--- src/rtl/float_to_fixed_serial.sv ---
// Float {s, e[7:0], m} to signed fixed-point converter.
// A bit-serial shifter normalises the mantissa, then the result is rounded and saturated.
module float_to_fixed_serial #(
  parameter int word_length_in = 16,
  parameter int out_width      = 24,
  parameter int frac_bits      = 12
) (
  input  logic                        clk,
  input  logic                        reset,
  input  logic [word_length_in+7:0]   in_data,
  input  logic                        in_valid,
  output logic                        in_ready,
  output logic [out_width-1:0]        out_data,
  output logic                        out_valid,
  input  logic                        out_ready,
  output logic                        out_sat
);

  localparam int M  = word_length_in - 1;
  localparam int W  = word_length_in + 8;
  localparam int CW = $clog2(out_width + word_length_in + 2);

  localparam logic signed [15:0] KOFF = 16'(frac_bits - M - 127);
  localparam logic signed [15:0] LMAX = 16'(out_width - 1 - M);
  localparam logic        [15:0] RMAX = 16'(M + 1);

  localparam logic [out_width-1:0] POS_MAX =
    {1'b0, {(out_width-1){1'b1}}};
  localparam logic [out_width-1:0] NEG_MIN =
    {1'b1, {(out_width-1){1'b0}}};

  typedef enum logic [1:0] {
    S_IDLE,
    S_SHIFT,
    S_ROUND,
    S_HOLD
  } state_t;

  state_t r_state;
  state_t w_next;

  logic [out_width-1:0] r_mag;
  logic [CW-1:0]        r_cnt;
  logic                 r_left;
  logic                 r_rbit;
  logic                 r_sign;
  logic                 r_sat;
  logic [out_width-1:0] r_out_data;
  logic                 r_out_sat;

  logic                 w_s;
  logic [7:0]           w_e;
  logic [M-1:0]         w_m;
  logic signed [15:0]   w_k;
  logic                 w_kneg;
  logic [15:0]          w_kabs;
  logic                 w_zero;
  logic                 w_sat;
  logic [CW-1:0]        w_n;
  logic                 w_accept;
  logic [out_width-1:0] w_rnd;
  logic [out_width-1:0] w_res;

  assign w_s    = in_data[W-1];
  assign w_e    = in_data[W-2 -: 8];
  assign w_m    = in_data[M-1:0];
  assign w_k    = $signed({8'd0, w_e}) + KOFF;
  assign w_kneg = w_k[15];
  assign w_kabs = w_kneg ? 16'(-w_k) : 16'(w_k);

  // Exact -2^(out_width-1) is the one value at the top exponent that fits.
  always_comb begin
    w_zero = 1'b0;
    w_sat  = 1'b0;
    if (w_e == 8'd0) begin
      w_zero = 1'b1;
    end else if (w_e == 8'hFF) begin
      w_sat = 1'b1;
    end else if (!w_kneg && (w_k > LMAX)) begin
      w_sat = 1'b1;
    end else if (!w_kneg && (w_k == LMAX)) begin
      w_sat = !(w_s && (w_m == '0));
    end else if (w_kneg && (w_kabs > RMAX)) begin
      w_zero = 1'b1;
    end
  end

  assign w_n      = (w_zero || w_sat) ? '0 : w_kabs[CW-1:0];
  assign w_accept = in_valid && (r_state == S_IDLE);

  always_ff @(posedge clk or posedge reset) begin
    if (reset) r_state <= S_IDLE;
    else       r_state <= w_next;
  end

  always_comb begin
    w_next = r_state;
    unique case (r_state)
      S_IDLE: begin
        if (in_valid) begin
          w_next = (w_n != '0) ? S_SHIFT : S_ROUND;
        end
      end
      S_SHIFT: begin
        if (r_cnt == CW'(1)) w_next = S_ROUND;
      end
      S_ROUND: w_next = S_HOLD;
      S_HOLD: begin
        if (out_ready) w_next = S_IDLE;
      end
      default: w_next = S_IDLE;
    endcase
  end

  assign w_rnd = r_mag + {{(out_width-1){1'b0}}, r_rbit};

  always_comb begin
    w_res = w_rnd;
    if (r_sat)       w_res = r_sign ? NEG_MIN : POS_MAX;
    else if (r_sign) w_res = -w_rnd;
  end

  always_ff @(posedge clk or posedge reset) begin
    if (reset) begin
      r_mag      <= '0;
      r_cnt      <= '0;
      r_left     <= 1'b0;
      r_rbit     <= 1'b0;
      r_sign     <= 1'b0;
      r_sat      <= 1'b0;
      r_out_data <= '0;
      r_out_sat  <= 1'b0;
    end else begin
      if (w_accept) begin
        r_sign <= w_s;
        r_sat  <= w_sat;
        r_left <= !w_kneg;
        r_rbit <= 1'b0;
        r_cnt  <= w_n;
        if (w_zero || w_sat) begin
          r_mag <= '0;
        end else begin
          r_mag <= {{(out_width-word_length_in){1'b0}}, 1'b1, w_m};
        end
      end
      if (r_state == S_SHIFT) begin
        r_cnt <= r_cnt - CW'(1);
        if (r_left) begin
          r_mag <= r_mag << 1;
        end else begin
          r_mag  <= r_mag >> 1;
          r_rbit <= r_mag[0];
        end
      end
      if (r_state == S_ROUND) begin
        r_out_data <= w_res;
        r_out_sat  <= r_sat;
      end
    end
  end

  assign in_ready  = (r_state == S_IDLE);
  assign out_valid = (r_state == S_HOLD);
  assign out_data  = r_out_data;
  assign out_sat   = r_out_sat;

endmodule

--- config.mk ---
export PLATFORM = sky130hd
export DESIGN_NAME = float_to_fixed_serial
export DESIGN_NICKNAME = d
export VERILOG_FILES = /design/src/rtl/float_to_fixed_serial.sv
export SDC_FILE = /design/constraint.sdc
export NUM_CORES = 1
export LEC_CHECK = 0
export CAP_MARGIN = 20
export CORE_AREA = 4 4 133 167
export CTS_CLUSTER_DIAMETER = 40
export DETAILED_ROUTE_END_ITERATION = 10
export DIE_AREA = 0 0 137 171
export PLACE_DENSITY_LB_ADDON = 0.2
export SLEW_MARGIN = 20
export SYNTH_ARGS = -nofsm -noshare
export SYNTH_HDL_FRONTEND = slang
export SYNTH_SLANG_ARGS = --single-unit
--- constraint.sdc ---
create_clock -name clk -period 2.8 [get_ports clk]
set_input_delay 0.56 -clock clk [delete_from_list [all_inputs] [get_ports clk]]
set_output_delay 0.56 -clock clk [all_outputs]
set_load 0.02 [all_outputs]
# Yosys cells after proc, flatten, opt, wreduce, memory -nomap -nowiden

Index checks and enable logic that the tools add are counted.

Word-level logic and storage cells: 67
Input port bits: 28
Register bits after elaboration: 61
Output and inout port bits: 27

Reductions and logical operators: 14
Muxes and demuxes: 28
Equal/unequal tests: 9
Add/sub/neg operators: 5
$lt $le $gt $ge: 2

Operator list:

| cell                                                                             | number |
|---|---|
| 24-bit two-way mux                                                               | 6 |
| 16-bit two-way mux                                                               | 2 |
| 24-bit by 1-bit adder with 24-bit output                                         | 1 |
| 24-bit negator                                                                   | 1 |
| 6-bit two-way mux                                                                | 3 |
| 16-bit by 5-bit greater-than comparator with 1-bit output, second input constant | 1 |
| 10-bit negator with 16-bit output                                                | 1 |
| 15-bit zero test                                                                 | 1 |
| 1-bit two-way mux                                                                | 12 |
| 9-bit by 9-bit adder with 10-bit output, second input constant                   | 1 |
| 10-bit by 5-bit equality test with 1-bit output, second input constant           | 1 |
| 10-bit by 5-bit greater-than comparator with 1-bit output, second input constant | 1 |
| 8-bit equality test, second input constant                                       | 1 |
| 8-bit zero test                                                                  | 1 |
| 2-bit two-way mux                                                                | 4 |
| 2-bit case mux with 4 select lines                                               | 1 |
| 6-bit by 1-bit equality test with 1-bit output, second input constant            | 1 |
| 6-bit nonzero test                                                               | 1 |
| 6-bit by 1-bit subtractor with 6-bit output, second input constant               | 1 |
| 1-bit logical AND                                                                | 5 |
| 2-bit equality test, second input constant                                       | 2 |
| 2-bit inequality test, second input constant                                     | 2 |
| 3-bit AND reduction                                                              | 1 |
| 2-bit by 1-bit equality test with 1-bit output, second input constant            | 1 |
| 5 further kinds                                                                  | 6 |

# Depth between registers and ports, before layout

Depth after elaboration: 16
Gate-level depth with buffers: 11

# Least setup slack after synthesis

No wires, ideal clock.

Path kind: reg-to-reg
From: register r_mag[0]
To: register r_out_data[21], in the netlist out_data[21]
Setup time: 69 ps
Data arrival time: 2788 ps
Cell stages (with the launch flop): 11
Clock period less this slack: 2857 ps
Setup slack: -57 ps
Required time: 2731 ps
Cells stage by stage: dfrtp_1 -> ha_1 -> ha_1 -> buf_2 -> xor2_1 -> nor3_1 -> nand4_1 -> a211oi_1 -> nand2_1 -> or4b_1 -> nand3_1

Cells in the longest elaborated chain, start to end: 4

Ends and longest elaborated chain:

| element                                      | line | text |
|---|---|---|
| start: declaration                           | 42   | `logic [out_width-1:0] r_mag;` |
| start signal: assignment                     | 143  | `r_mag <= {{(out_width-word_length_in){1'b0}}, 1'b1, w_m};` |
| start signal: assignment                     | 149  | `r_mag <= r_mag << 1;` |
| start signal: assignment                     | 151  | `r_mag <= r_mag >> 1;` |
| 24-bit by 1-bit adder with 24-bit output (*) | 115  | `assign w_rnd = r_mag + {{(out_width-1){1'b0}}, r_rbit};` |
| 24-bit negator                               | 120  | `else if (r_sign) w_res = -w_rnd;` |
| 24-bit two-way mux (*)                       | 120  |  |
| 24-bit two-way mux (*)                       | 119  | `if (r_sat) w_res = r_sign ? NEG_MIN : POS_MAX;` |
| end signal: assignment                       | 156  | `r_out_data <= w_res;` |
| end: declaration                             | 48   | `logic [out_width-1:0] r_out_data;` |

Mark *: on every way between the ends. The rest lies on a longest branch, timed or not.
A chain may end at the register's enable or synchronous reset.

# Worst setup path in the final report

From: register r_mag[0]
To: register r_out_data[22], in the netlist out_data[22]

The elaborated chain is that of the path after synthesis.

==> reports/metrics.yaml <==
run_status: "complete, but fails checks"
violations_in_the_final_reports: "negative setup slack"
cts.sink_count: 61
synth_area_leader_cell: "dfrtp_1"
antenna_found_initial: 0
floorplan.rows: 59
cts-root-buf: "clkbuf_16"
fp.coreArea_sq_mm: 0.0207
worst_case_headroom_to_the_max_slew_limit_pct: 48.8
required_ns: 3.00
cts_max_level: 3
master_of_the_slowest_instance_on_the_critical_path: "or4_4"
cp_cell_sequence: "ha_2 -> ha_4 -> nand3_4 -> or4_4 -> o31a_1 -> a211oi_4 -> nand4_1 -> buf_4 -> o211ai_1 -> o311ai_1"
pwr_density_cell_mw_per_mm2: 1070
layout-drive-gt1-share_pct: 28.6
syn_area_per_cell_sq_um: 8.34
maxClockFrequency_ghz: 0.357
finalMaxSlewViolations: 0
yosys.cell_types.count: 76
finish.net_count: 785
drt-met1-wl_mm: 6.80
critPathArrivalTime_ns: 3.00
cell_area_after_technology_mapping_sq_mm: 0.00509
timing.critical_path.from_type: "register"
clock_insertion_delay_worst_skew_ns: 0.33
die_width_microns: 137
setup.worst_path.end_class: "register"
initialDrtViolationCount: 168
synth_sequential_area_ratio_pct: 30.0
number_of_global_route_vias_before_repair: 5089
synthArstFlopShare_pct: 100
totalNegativeSetupSlack_ns: -0.000436
critPathMaxFanout: 4
critical_path.n_buffers_inverters: 1
diodes: 0
cts_buffer_depth: 2
gr_util_all_layers_pct: 13.6
postLayoutCellArea_sq_mm: 0.00725
drt_wl_total_mm: 15.9
synthesis.instances: 610
worstHoldPathType: "register to register"
synth-warning-count: 0
finalWorstPathRequiredPeriod_ns: 2.80
detailed_place.area_sq_mm: 0.00659
grt_setup_unrepaired: "yes"
grt_remaining_overflow: 0
route.top_layer_used: "met4"
metal3_wl_microns: 375
area_growth_syn_to_layout_pct: 42.5
cts_inserted_buffers: 9
initial_util_pct: 24.6
route.met2.wl_mm: 8.50
pin_count: 55
max_rail_drop_vdd_uv: 467
finalSetupViolCount: 1
synth_top_cells_by_area: "dfrtp_1 (30%), mux2_2 (6.9%), nand2_1 (4.3%)"
routed-via-count: 5036
actual_transition_at_the_worst_max_transition_pin_ns: 0.768
hpwl_mm: 12.3
antenna_violating_nets_post_route: 0
drv_cap: 0
number_of_detailed_route_iterations_in_the_first_pass: 5
fin_skew_ns: 0.00882
power.static_leakage_nw: 3.10
drc_errors: 0
ys_ff_latch: 61
hold_vio_cnt_final: 0
gp_congestion: 0.892
dieHeight_microns: 171
netlist.area_leader.share_pct: 30.0
fin_ws_ns: -0.000436
grt_start_max_net_pins: 40
ws_path_type: "register to register"
vias_per_cell: 4.93
total_power_mw: 7.73
synth_enable_flop_cells: 0
fin_crit_sh_pct: 100
tritoncts_clock_tree: "done"
cpLargestDelayFamily: "compound AO/OA/AOI/OAI gates"
pre_cts_ws_ns: -0.529
portBuffers: 54
fillCellCount: 2157
grt_first_pass_wirelength_mm: 25.9
critical_path.max_stage_delay_ns: 0.51
overall_die_area_sq_mm: 0.0234
synth.net_count: 652
ys_dominant_reg_cell: "dfrtp_1"
cts.clk_slew.worst_paths_ns: 0.06
detail_route.wl_per_cell_microns: 15.6
[final timing paths]
| kind | cells past startpoint | end | slack [ns] | start |
|---|---|---|---|---|
| min in group asynchronous | 2 | out_data[21] | 0.58 | reset |
| min | 2 | out_data[2] | 0.48 | out_data[2] |
| max in group asynchronous | 3 | r_mag[7] | 1.63 | reset |
| max reg2reg | 10 | out_data[22] | -0.0004 | r_mag[0] |
| min reg2reg | 2 | out_data[2] | 0.48 | out_data[2] |
| max | 10 | out_data[22] | -0.0004 | r_mag[0] |
[registers in the layout (all words and copies together) (netlist names)]
name      cells
r_state       2
r_mag        24
r_rbit        1
out_data     24
r_sign        1
r_sat         1
r_cnt         6
out_sat       1
r_left        1
[where the power goes]
group	total [mW]	internal [mW]	switching (mW)
clock network	1.04	0.626	0.417
logic	5.17	2.48	2.69
registers	1.52	1.25	0.271
[routing by layer]
layer,vias up,global-route usage [%]
met2,78,25.0
li1,2532,-
met4,0,3.21
met5,-,0
met3,20,1.97
met1,2406,16.5
[layout make-up]
cell class | instances | area (sq um) | area share (%)
multi-input cells | 472 | 3480 | 48.0
clock buffers | 10 | 239 | 3.30
flip-flops and latches | 61 | 1530 | 21.1
inverters | 27 | 101 | 1.40
well taps | 274 | 343 | 4.73
repair buffers | 172 | 1510 | 20.8
clock inverters | 6 | 48.8 | 0.673
[layout by cell type (no fill, tap or decap), types with 7 or more instances in the layout]
master / n
buf_4: 112
dfrtp_1: 61
nand2_1: 58
clkdlybuf4s50_1: 52
nor2_1: 39
o21ai_0: 38
mux2_2: 31
a21oi_1: 25
inv_1: 24
xnor2_1: 19
a22oi_1: 19
nand3_1: 17
and3_1: 13
xor2_1: 13
nand4_1: 11
ha_1: 11
clkbuf_16: 11
o211ai_1: 9
mux2i_1: 8
nor3_1: 7
a22o_1: 7
[cells in the mapped netlist, drive strengths merged (13+ instances only)]
library cell	instances
and3	15
ha	14
dfrtp	61
a22oi	19
inv	27
xnor2	20
xor2	13
mux2	31
nand4	13
nand3	21
a21oi	26
nor2	39
o21ai	43
buf	19
nand2	59
clkbuf	31
[worst register-to-register path, delay by kind of cell (launching register included)]
family	cells	cell delay, ns
buf+inv	1	0.20
compound gates	4	0.92
fa+ha+maj	2	0.37
flops	1	0.36
simple gates	3	0.81
[metrics by stage]
step	utilization [%]	cells	hold slack, ns
detailed placement	31.9	996	0.475
floorplan	-	610	0.446
global placement	31.9	996	0.463
CTS	33.6	1013	0.488
global route	35.1	1022	0.502
finish	35.1	1022	0.483
[cells by family after synthesis]
group | synth area share [%]
compound gates | 24.0
xor+xnor | 5.68
fa+ha+maj | 3.64
buf+inv | 6.40
flops | 30.0
mux | 8.44
simple gates | 21.8
[repair_timing]
| action | 4_1_cts | 5_1_grt |
|---|---|---|
| hold endpoints to repair | 0 | 0 |
| cloned | 0 | 2 |
| setup buffers | 1 | 7 |
| hold buffers | 0 | 0 |
| pin swaps | 2 | 18 |
| endpoints found under the setup margin | 31 | 36 |
| resized for setup | 16 | 41 |
Power figures use the tool's default switching activity.
